--- config.mk ---
export PLATFORM = sky130hd
export DESIGN_NAME = sample_iterator_flat
export DESIGN_NICKNAME = d
export VERILOG_FILES = /design/src/rtl/sample_iterator_pkg.sv /design/src/rtl/sample_iterator_if.sv /design/src/rtl/sample_iterator.sv /design/src/flat_wrapper.sv
export SDC_FILE = /design/constraint.sdc
export NUM_CORES = 1
export LEC_CHECK = 0
export CAP_MARGIN = 40
export CORE_AREA = 2 2 280 282
export CTS_CLUSTER_DIAMETER = 30
export DETAILED_ROUTE_END_ITERATION = 12
export DIE_AREA = 0 0 282 284
export DONT_BUFFER_PORTS = 1
export SYNTH_ARGS = -nofsm -noshare
export SYNTH_HDL_FRONTEND = slang
export SYNTH_SLANG_ARGS = --single-unit
export TNS_END_PERCENT = 5
--- constraint.sdc ---
create_clock -name clk -period 4.45 [get_ports clk]
set_clock_uncertainty 0.1 [all_clocks]
set_input_delay 0.89 -clock clk [delete_from_list [all_inputs] [get_ports clk]]
set_output_delay 0.89 -clock clk [all_outputs]
set_load 0.02 [all_outputs]
--- src/rtl/sample_iterator_pkg.sv ---
// Shared rasterizer definitions used by the sample iterator.
//   WAIT_STATE / TEST_STATE : FSM state encodings (idle / walking a box)
//   LL / UR                 : bounding-box corner indices
//   step_from_onehot        : sample step (fixed point) from the one-hot select
package rast_pkg;

   localparam logic [0:0] WAIT_STATE = 1'b0;
   localparam logic [0:0] TEST_STATE = 1'b1;

   localparam int unsigned LL = 0;
   localparam int unsigned UR = 1;

   // Unrecognised selects fall back to one sample per pixel.
   function automatic logic [31:0] step_from_onehot(input logic [3:0] sel,
                                                    input int unsigned radix);
      logic [31:0] step;
      case (sel)
         4'b0100: step = 32'd1 << (radix - 1);
         4'b0010: step = 32'd1 << (radix - 2);
         4'b0001: step = 32'd1 << (radix - 3);
         default: step = 32'd1 << radix;
      endcase
      return step;
   endfunction

endpackage

--- src/rtl/sample_iterator_if.sv ---
// Bundle between the bounding-box stage, the sample iterator and the sample test.
//   Upstream  : tri_R13S, color_R13U, box_R13S, validTri_R13H, subSample_RnnnnU
//               with halt_RnnnnL returned (low = hold).
//   Downstream: tri_R14S, color_R14U, sample_R14S, validSamp_R14H.
//   slave  modport : the sample iterator
//   master modport : the environment (upstream source + downstream sink)
interface sample_iterator_if #(
   parameter int SIGFIG = 24,
   parameter int VERTS  = 3,
   parameter int AXIS   = 3,
   parameter int COLORS = 3
);
   logic signed [SIGFIG-1:0] tri_R13S   [VERTS-1:0][AXIS-1:0];
   logic        [SIGFIG-1:0] color_R13U [COLORS-1:0];
   logic signed [SIGFIG-1:0] box_R13S   [1:0][1:0];
   logic                     validTri_R13H;
   logic        [3:0]        subSample_RnnnnU;
   logic                     halt_RnnnnL;

   logic signed [SIGFIG-1:0] tri_R14S    [VERTS-1:0][AXIS-1:0];
   logic        [SIGFIG-1:0] color_R14U  [COLORS-1:0];
   logic signed [SIGFIG-1:0] sample_R14S [1:0];
   logic                     validSamp_R14H;

   modport slave (
      input  tri_R13S, color_R13U, box_R13S, validTri_R13H, subSample_RnnnnU,
      output halt_RnnnnL,
      output tri_R14S, color_R14U, sample_R14S, validSamp_R14H
   );

   modport master (
      output tri_R13S, color_R13U, box_R13S, validTri_R13H, subSample_RnnnnU,
      input  halt_RnnnnL,
      input  tri_R14S, color_R14U, sample_R14S, validSamp_R14H
   );
endinterface

--- src/rtl/sample_iterator.sv ---
// Sample iterator: accepts one triangle plus its bounding box and walks every
// sample location inside the box in raster order, one location per cycle.
//   clk, rst : clock, synchronous active-high reset
//   bus      : slave side of sample_iterator_if (upstream triangle/box in,
//              halt_RnnnnL back, latched triangle/colour and sample out)
module sample_iterator
   import rast_pkg::*;
#(
   parameter int SIGFIG = 24,
   parameter int RADIX  = 10,
   parameter int VERTS  = 3,
   parameter int AXIS   = 3,
   parameter int COLORS = 3
) (
   input  logic             clk,
   input  logic             rst,
   sample_iterator_if.slave bus
);

   logic [0:0]               state;
   logic                     valid_q;
   logic signed [SIGFIG-1:0] tri_q   [VERTS-1:0][AXIS-1:0];
   logic        [SIGFIG-1:0] color_q [COLORS-1:0];
   logic signed [SIGFIG-1:0] ll_x, ur_x, ur_y;
   logic        [SIGFIG-1:0] step_q;
   logic                     single_q;
   logic signed [SIGFIG-1:0] x_q, y_q;

   // One extra bit so stepping past the top of the coordinate range
   // cannot wrap negative and keep the walk alive.
   logic signed [SIGFIG:0]   x_nxt, y_nxt;
   logic                     x_fits, y_fits;

   always_comb begin
      x_nxt  = $signed((SIGFIG+1)'(x_q)) + $signed({1'b0, step_q});
      y_nxt  = $signed((SIGFIG+1)'(y_q)) + $signed({1'b0, step_q});
      // An inverted box yields only its lower-left sample, so both advance
      // paths are suppressed rather than letting one axis keep walking.
      x_fits = !single_q && (x_nxt <= $signed((SIGFIG+1)'(ur_x)));
      y_fits = !single_q && (y_nxt <= $signed((SIGFIG+1)'(ur_y)));
   end

   always_ff @(posedge clk) begin
      if (rst) begin
         state    <= WAIT_STATE;
         valid_q  <= 1'b0;
         tri_q    <= '{default: '0};
         color_q  <= '{default: '0};
         ll_x     <= '0;
         ur_x     <= '0;
         ur_y     <= '0;
         step_q   <= '0;
         single_q <= 1'b0;
         x_q      <= '0;
         y_q      <= '0;
      end else begin
         case (state)
            WAIT_STATE: begin
               if (bus.validTri_R13H) begin
                  tri_q    <= bus.tri_R13S;
                  color_q  <= bus.color_R13U;
                  ll_x     <= bus.box_R13S[LL][0];
                  ur_x     <= bus.box_R13S[UR][0];
                  ur_y     <= bus.box_R13S[UR][1];
                  step_q   <= SIGFIG'(step_from_onehot(bus.subSample_RnnnnU, RADIX));
                  single_q <= (bus.box_R13S[UR][0] < bus.box_R13S[LL][0]) ||
                              (bus.box_R13S[UR][1] < bus.box_R13S[LL][1]);
                  x_q      <= bus.box_R13S[LL][0];
                  y_q      <= bus.box_R13S[LL][1];
                  valid_q  <= 1'b1;
                  state    <= TEST_STATE;
               end
            end
            TEST_STATE: begin
               if (x_fits) begin
                  x_q <= x_nxt[SIGFIG-1:0];
               end else if (y_fits) begin
                  x_q <= ll_x;
                  y_q <= y_nxt[SIGFIG-1:0];
               end else begin
                  valid_q <= 1'b0;
                  state   <= WAIT_STATE;
               end
            end
            default: state <= WAIT_STATE;
         endcase
      end
   end

   assign bus.halt_RnnnnL    = (state == WAIT_STATE);
   assign bus.tri_R14S       = tri_q;
   assign bus.color_R14U     = color_q;
   assign bus.sample_R14S[0] = x_q;
   assign bus.sample_R14S[1] = y_q;
   assign bus.validSamp_R14H = valid_q;

endmodule

--- src/flat_wrapper.sv ---
// flat-port wrapper written by rule: the top's interface ports become plain ports
module sample_iterator_flat import rast_pkg::*;
#(
   parameter int SIGFIG = 24,
   parameter int RADIX  = 10,
   parameter int VERTS  = 3,
   parameter int AXIS   = 3,
   parameter int COLORS = 3
)
  (clk, rst, bus_tri_R13S, bus_color_R13U, bus_box_R13S, bus_validTri_R13H, bus_subSample_RnnnnU, bus_halt_RnnnnL, bus_tri_R14S, bus_color_R14U, bus_sample_R14S, bus_validSamp_R14H);
  sample_iterator_if #(.SIGFIG(SIGFIG), .VERTS(VERTS), .AXIS(AXIS), .COLORS(COLORS)) bus_i ();
  input  logic clk;
  input  logic rst;
  input wire logic [$bits(bus_i.tri_R13S)-1:0] bus_tri_R13S;
  input wire logic [$bits(bus_i.color_R13U)-1:0] bus_color_R13U;
  input wire logic [$bits(bus_i.box_R13S)-1:0] bus_box_R13S;
  input wire logic [$bits(bus_i.validTri_R13H)-1:0] bus_validTri_R13H;
  input wire logic [$bits(bus_i.subSample_RnnnnU)-1:0] bus_subSample_RnnnnU;
  output wire logic [$bits(bus_i.halt_RnnnnL)-1:0] bus_halt_RnnnnL;
  output wire logic [$bits(bus_i.tri_R14S)-1:0] bus_tri_R14S;
  output wire logic [$bits(bus_i.color_R14U)-1:0] bus_color_R14U;
  output wire logic [$bits(bus_i.sample_R14S)-1:0] bus_sample_R14S;
  output wire logic [$bits(bus_i.validSamp_R14H)-1:0] bus_validSamp_R14H;
  assign bus_i.tri_R13S = {>>{bus_tri_R13S}};
  assign bus_i.color_R13U = {>>{bus_color_R13U}};
  assign bus_i.box_R13S = {>>{bus_box_R13S}};
  assign bus_i.validTri_R13H = bus_validTri_R13H;
  assign bus_i.subSample_RnnnnU = bus_subSample_RnnnnU;
  assign bus_halt_RnnnnL = bus_i.halt_RnnnnL;
  assign bus_tri_R14S = {>>{bus_i.tri_R14S}};
  assign bus_color_R14U = {>>{bus_i.color_R14U}};
  assign bus_sample_R14S = {>>{bus_i.sample_R14S}};
  assign bus_validSamp_R14H = bus_i.validSamp_R14H;
  sample_iterator #(.SIGFIG(SIGFIG), .RADIX(RADIX), .VERTS(VERTS), .AXIS(AXIS), .COLORS(COLORS)) u_core (.clk(clk), .rst(rst), .bus(bus_i));
endmodule
### Word level (Yosys, flattened, before mapping)

Index checks and enable logic that the tools add are counted.

| storage, ports and cells | value |
|---|---|
| flip-flop bits (word level) | 435 |
| bits in latches | 0 |
| memory bits (writable) | 0 |
| bits in read-only memories | 0 |
| input port bits | 391 |
| output and inout port bits | 338 |
| word-level logic and storage cells | 61 |
| memories | 0 |

| cells by class | value |
|---|---|
| add/subtract/negate cells | 2 |
| multiply operators | 0 |
| divide/modulo/power cells | 0 |
| $lt $le $gt $ge | 4 |
| equal/unequal tests | 8 |
| shift-type cells | 0 |
| mux-type cells | 17 |
| bitwise gates (word level) | 1 |
| reductions and logical operators | 8 |

Operators with widths:

| kind | count |
|---|---|
| 24-bit two-way mux | 6 |
| 24-bit case mux with 2 select lines | 2 |
| 24-bit by 25-bit adder with 25-bit output | 2 |
| 25-bit by 24-bit <= comparator with 1-bit output | 2 |
| 24-bit < comparator | 2 |
| 11-bit case mux with 3 select lines | 1 |
| 2-bit != test, second input constant | 4 |
| 1-bit two-way mux | 6 |
| 3-bit AND reduction | 2 |
| 4-bit by 1-bit == test with 1-bit output, second input constant | 1 |
| 4-bit by 2-bit == test with 1-bit output, second input constant | 1 |
| 4-bit by 3-bit == test with 1-bit output, second input constant | 1 |
| 1-bit case mux with 2 select lines | 2 |
| 2-bit AND reduction | 2 |
| 3-bit != test, second input constant | 1 |
| 1-bit logical AND | 2 |
| 1-bit zero test | 1 |
| 1-bit logical OR | 1 |
| 1-bit inverter | 1 |

### Depth between registers and ports, before layout

| logic depth | value |
|---|---|
| depth in word-level cells | 6 |
| depth in mapped cells | 20 |
| mapped depth without buffers | 17 |

### Least setup slack after synthesis

Ideal clock, no wire load.

| timing path | value |
|---|---|
| kind | register to register |
| start | reg u_core.x_q[7] |
| end | reg u_core.x_q[21] |
| setup time | 0.133 ns |
| arrival | 4.136 ns |
| required time | 4.217 ns |
| slack | 0.080 ns |
| stages on the path, launching flop included | 19 |
| path buffers | 1 |
| clock period less this slack | 4.370 ns |
| cells stage by stage | dfxtp_1 -> ha_1 -> inv_1 -> fa_1 -> nor2b_1 -> o21a_1 -> o21ai_0 -> nor2_1 -> xor2_1 -> ha_1 -> nand4_2 -> or4_4 -> o41ai_4 -> a22oi_2 -> nor2_4 -> buf_6 -> mux2_2 -> a211oi_1 -> nor3_1 |

| on the way | value |
|---|---|
| longest elaborated chain between the ends | 5 |
| elaborated cells between the ends (all ways) | 7 |
| those cells by class | add/sub: 1; order compare: 1; eq/ne: 1; mux: 2; reduce/logical: 2 |

Ends and longest elaborated chain:

| element | line | RTL |
|---|---|---|
| start: declaration | sample_iterator.sv:27 | `logic signed [SIGFIG-1:0] x_q, y_q;` |
| start signal: assignment | sample_iterator.sv:68 | `x_q <= bus.box_R13S[LL][0];` |
| start signal: assignment | sample_iterator.sv:76 | `x_q <= x_nxt[SIGFIG-1:0];` |
| start signal: assignment | sample_iterator.sv:78 | `x_q <= ll_x;` |
| 24-bit by 25-bit adder with 25-bit output * | sample_iterator.sv:35 | `x_nxt = $signed((SIGFIG+1)'(x_q)) + $signed({1'b0, step_q});` |
| 25-bit by 24-bit <= comparator with 1-bit output | sample_iterator.sv:39 | `x_fits = !single_q && (x_nxt <= $signed((SIGFIG+1)'(ur_x)));` |
| 1-bit logical AND | sample_iterator.sv:39 |  |
| 24-bit two-way mux / 3-bit != test (equally long branches) | - |  |
| 24-bit case mux with 2 select lines / 2-bit AND reduction (equally long branches) | - |  |

Every way passes the cells marked *; elsewhere a longest branch is shown, timed or not.
A chain may end at the register's enable or synchronous reset.

### Worst setup path in the final report

| timing path | value |
|---|---|
| start | reg u_core.step_q[7] |
| end | reg u_core.x_q[22] |

| on the way | value |
|---|---|
| longest elaborated chain between the ends | 5 |
| elaborated cells between the ends (all ways) | 10 |
| those cells by class | add/sub: 2; order compare: 2; eq/ne: 1; mux: 2; reduce/logical: 3 |

Ends and longest elaborated chain:

| element | line | RTL |
|---|---|---|
| start: declaration | sample_iterator.sv:25 | `logic [SIGFIG-1:0] step_q;` |
| start signal: assignment | sample_iterator.sv:65 | `step_q <= SIGFIG'(step_from_onehot(bus.subSample_RnnnnU, RADIX));` |
| 24-bit by 25-bit adder with 25-bit output (on tied branches) | sample_iterator.sv:35, sample_iterator.sv:36 |  |
| 25-bit by 24-bit <= comparator with 1-bit output (on tied branches) | sample_iterator.sv:39, sample_iterator.sv:40 |  |
| 1-bit logical AND (on tied branches) | sample_iterator.sv:39, sample_iterator.sv:40 |  |
| 24-bit two-way mux / 3-bit != test (equally long branches) | - |  |
| 24-bit case mux with 2 select lines / 2-bit AND reduction (equally long branches) | - |  |

Several ways; a longest one is shown, not always the timed one.

==> run_summary.xml <==
<?xml version="1.0" encoding="UTF-8"?>
<metrics>
  <group name="status">
    <metric name="outcome" unit="">finished clean</metric>
  </group>
  <group name="power_and_ir_drop">
    <metric name="power_density_over_cell_area" unit="nW/um^2">653</metric>
    <metric name="power.share.combinational" unit="%">17.1</metric>
    <metric name="p_sw_share" unit="%">30.6</metric>
    <metric name="internal_power" unit="W">0.0107</metric>
    <metric name="power.total" unit="W">0.0155</metric>
    <metric name="peakVddDrop" unit="mV">0.343</metric>
    <metric name="clkPwrFrac" unit="%">52.2</metric>
    <metric name="total_leakage_power" unit="nW">9.41</metric>
    <metric name="power.switching" unit="W">0.00473</metric>
    <metric name="seq_power_share" unit="%">30.7</metric>
  </group>
  <group name="setup_path">
    <metric name="critical-path-slowest-cell" unit="">or4_4</metric>
    <metric name="path_length_in_cells_of_the_critical_path" unit="">19</metric>
    <metric name="criticalPathCategory" unit="">flip-flop to flip-flop</metric>
    <metric name="cp.arrival" unit="ps">4790</metric>
    <metric name="critPathTopFamily" unit="">simple AND/OR/NAND/NOR gates</metric>
    <metric name="critical-path-max-stage-delay" unit="ps">560</metric>
    <metric name="worstPathCellList" unit="">ha_4, inv_2, fa_2, nor2b_1, o21a_1, or2_4, and3_4, xor2_2, ha_1, nand4_1, or4_4, o41ai_4, buf_4, a211oi_4, nor2_4, buf_12, mux2_4, a211oi_2, nor3_1</metric>
    <metric name="cp_num_buf_inv" unit="">3</metric>
    <metric name="cp.required" unit="ps">4840</metric>
    <metric name="reg2reg_setup_slack" unit="ps">50</metric>
    <metric name="crit-reg2reg-launch" unit="">u_core.step_q[7]</metric>
    <metric name="critPathMaxFanout" unit="">7</metric>
    <metric name="reg2reg_depth" unit="">19</metric>
    <metric name="crit_path_end" unit="">u_core.x_q[22]</metric>
    <metric name="reg2reg_to" unit="">u_core.x_q[22]</metric>
    <metric name="critPathLaunchType" unit="">flip-flop</metric>
    <metric name="endpoint_type_of_the_worst_setup_path" unit="">flip-flop</metric>
    <metric name="crit_start" unit="">u_core.step_q[7]</metric>
  </group>
  <group name="detailed_routing">
    <metric name="wl_per_cell" unit="microns">19.5</metric>
    <metric name="wirelength" unit="microns">68100</metric>
    <metric name="detail_route.drc_violations" unit="">0</metric>
    <metric name="detailedRoute.firstPassIterationCount" unit="">7</metric>
    <metric name="drtIter0Drc" unit="">1358</metric>
    <metric name="route.detailed.vias_per_inst" unit="">4.60</metric>
    <metric name="vias" unit="">16100</metric>
    <metric name="drtAntennaViolNets" unit="">0</metric>
  </group>
  <group name="timing">
    <metric name="worst_hold_check_slack" unit="ps">216</metric>
    <metric name="hold_viol" unit="">0</metric>
    <metric name="timing.fmax" unit="GHz">0.227</metric>
    <metric name="max_slew.worst_pin.slew" unit="ps">1100</metric>
    <metric name="finalCritPeriodShare" unit="%">98.8</metric>
    <metric name="setup_violations" unit="">0</metric>
    <metric name="finalMaxSlewViolations" unit="">0</metric>
    <metric name="rsz_0062_raised_after_global_routing" unit="">true</metric>
    <metric name="timing.slew.headroom" unit="%">26.3</metric>
    <metric name="timing.final.crit_period" unit="ps">4400</metric>
  </group>
  <group name="synthesis">
    <metric name="synth_top_area_cell" unit="">dfxtp_1</metric>
    <metric name="ys_dominant_reg_cell" unit="">dfxtp_1</metric>
    <metric name="avgSynthCellArea" unit="sq um">7.82</metric>
    <metric name="postSynthNetCount" unit="">2808</metric>
    <metric name="register_area_share_after_synthesis" unit="%">46.0</metric>
    <metric name="synth_edf_count" unit="">0</metric>
    <metric name="synthTopCellsByArea" unit="">dfxtp_1 46%, nand2_1 16%, a21oi_1 11%</metric>
    <metric name="synth-seq-cells" unit="">415</metric>
    <metric name="synth.yosys.warnings" unit="">0</metric>
    <metric name="synth.distinct_cells" unit="">67</metric>
    <metric name="async_reset_ff_share" unit="%">0</metric>
    <metric name="netlist_area" unit="sq um">18100</metric>
    <metric name="post_synth_inst_count" unit="">2311</metric>
    <metric name="synthDominantCellAreaShare" unit="%">46.0</metric>
  </group>
  <group name="final_layout">
    <metric name="layout-drive-gt1-share" unit="%">13.9</metric>
    <metric name="area_growth_syn_to_layout" unit="%">31.1</metric>
    <metric name="final_instance_area" unit="sq um">23700</metric>
    <metric name="utilization" unit="%">30.8</metric>
    <metric name="multiInputGateArea" unit="sq um">8960</metric>
    <metric name="finish.cell_count_without_fillers" unit="">3496</metric>
    <metric name="fillerInstances" unit="">8134</metric>
    <metric name="finish.net_count" unit="">2851</metric>
    <metric name="ff_latch_area" unit="sq um">8310</metric>
  </group>
  <group name="clocking">
    <metric name="cts-hold-fix-buffers" unit="">0</metric>
    <metric name="clock_tree.buffer_depth" unit="">3</metric>
    <metric name="clk_latency" unit="ps">660</metric>
    <metric name="clock_tree.root_cell" unit="">clkbuf_16</metric>
    <metric name="cts_tree" unit="">done</metric>
    <metric name="clock_tree.htree_level_count" unit="">3</metric>
    <metric name="cts.reportedPaths.clkPinSlew" unit="ps">50</metric>
    <metric name="clock_sinks" unit="">415</metric>
    <metric name="cts_inserted_buffers" unit="">105</metric>
  </group>
  <group name="global_route">
    <metric name="grt_util_all_layers" unit="%">16.1</metric>
    <metric name="vias_in_the_first_global_route" unit="">15600</metric>
    <metric name="globalRoute.totalOverflow" unit="">0</metric>
    <metric name="grt_antenna_before_repair" unit="">11</metric>
    <metric name="grt_max_degree" unit="">416</metric>
    <metric name="wire_length_of_the_first_global_routing_pass" unit="microns">97700</metric>
  </group>
  <group name="floorplan">
    <metric name="die_w" unit="microns">282</metric>
    <metric name="core-area" unit="sq um">77000</metric>
    <metric name="fp.dieH" unit="microns">284</metric>
    <metric name="placement_row_count" unit="">102</metric>
    <metric name="die_area" unit="sq um">80100</metric>
    <metric name="pin_count" unit="">729</metric>
    <metric name="initial_utilization" unit="%">23.5</metric>
  </group>
  <group name="hold_path">
    <metric name="class_of_the_worst_hold_path" unit="">input pin to flip-flop</metric>
  </group>
  <group name="placement">
    <metric name="gp_congestion" unit="">0.875</metric>
    <metric name="place_inst" unit="">3273</metric>
    <metric name="placed_cell_area" unit="sq um">19500</metric>
    <metric name="placement.io_buffers" unit="">0</metric>
    <metric name="dp.final_hpwl" unit="microns">49600</metric>
  </group>
  <group name="flow_run">
    <metric name="max_cap_violations" unit="">0</metric>
  </group>
</metrics>
[power by group through the flow]
stage	registers, W	logic [W]	clock network, W
floorplan	0.00476	0.00165	0
global placement	0.00480	0.00241	0
detailed placement	0.00480	0.00245	0
CTS	0.00474	0.00253	0.00820
global route	0.00477	0.00292	0.00839
finish	0.00474	0.00265	0.00807
[worst min-delay path by stage]
stage                          from                        end  slack, ps  depth (start not counted)
detailed placement   u_core.ur_x[5]             u_core.ur_x[5]        350                          2
finish                          rst     u_core.bus.tri_R14S[8]        220                          1
global route                    rst  u_core.bus.color_R14U[63]        180                          1
floorplan           u_core.ll_x[12]            u_core.ll_x[12]        330                          2
global placement    u_core.ur_x[23]            u_core.ur_x[23]        340                          2
CTS                             rst  u_core.bus.color_R14U[60]        180                          1
[cells by family after synthesis]
| family | synth area share, % |
|---|---|
| AOI/OAI and AO/OA | 16.9 |
| xor gates and xnor gates | 1.55 |
| adders and majority gates | 7.42 |
| buffers and inverters | 5.62 |
| DFF | 46.0 |
| muxes | 1.63 |
| and+or+nand+nor | 20.9 |
[worst reg2reg max path: stages (launching register included)]
cell,delay [ps]
dfxtp_4,350
ha_4,160
inv_2,50
fa_2,190
nor2b_1,50
o21a_1,210
or2_4,280
and3_4,190
xor2_2,150
ha_1,270
nand4_1,120
or4_4,560
o41ai_4,260
buf_4,180
a211oi_4,50
nor2_4,260
buf_12,170
mux2_4,300
a211oi_2,250
nor3_1,80
[Yosys cell counts (3+ instances only)]
cell type,instances
a211o_1,5
a211oi_1,19
a211oi_2,4
a21o_1,20
a21oi_1,412
a222oi_1,7
a31oi_1,4
and3_1,6
buf_2,4
buf_6,5
clkbuf_1,137
dfxtp_1,415
ha_1,104
inv_1,112
mux2_2,11
mux2i_1,14
nand2_1,781
nand2b_1,5
nand3_1,11
nand4_1,17
nor2_1,48
nor2b_1,16
nor3_1,32
o211ai_1,13
o21a_1,4
o21ai_0,17
o21ai_1,4
o21bai_1,3
xnor2_1,25
xor2_1,7
[per-layer routing]
metal | global-route usage, % | share of wire (%)
met5 | 0 | 0.11
met3 | 8.36 | 13
met1 | 18.1 | 38
met4 | 7.18 | 3.6
met2 | 25.1 | 46
[registers in the layout, summed over array words and instances (netlist names)]
name / flops
u_core.ll_x: 24
u_core.bus.color_R14U: 72
u_core.x_q: 24
u_core.bus.validSamp_R14H: 1
u_core.bus.tri_R14S: 216
u_core.y_q: 24
u_core.single_q: 1
u_core.state: 1
u_core.ur_y: 24
u_core.ur_x: 24
u_core.step_q: 4
[layout make-up]
type | count | area share [%]
well taps | 1040 | 5.50
flip-flops and latches | 415 | 35.1
clock inverters | 68 | 3.97
inverters | 112 | 1.78
diodes | 10 | 0.106
clock buffers | 131 | 12.2
repair buffers | 83 | 3.44
multi-input cells | 1637 | 37.9
[repair_timing]
| item | CTS | global route |
|---|---|---|
| gates cloned | 0 | 2 |
| pin swaps | 19 | 24 |
| buffers inserted | 6 | 6 |
| resized for setup | 23 | 21 |
| endpoints found under the setup margin | 15 | 41 |
[placed cells by master, fill, tap and decap left out, drive strengths merged, types with 18 or more instances in the layout]
master      n
inv       114
nand4      18
clkinvlp   22
a211oi     24
buf        81
xnor2      25
nand2     782
dfxtp     415
ha        104
clkinv     28
nor2       51
o21ai      21
a21o       20
a21oi     412
clkbuf    133
nor3       32
[metrics by stage]
stage / setup WS [ps] / setup TNS [ps]
floorplan: 80.3 / 0
global placement: 10.4 / 0
detailed placement: -97.7 / -798
CTS: -26.8 / -106
global route: -108 / -932
finish: 52.0 / 0
(Power assumes the default switching activity.)
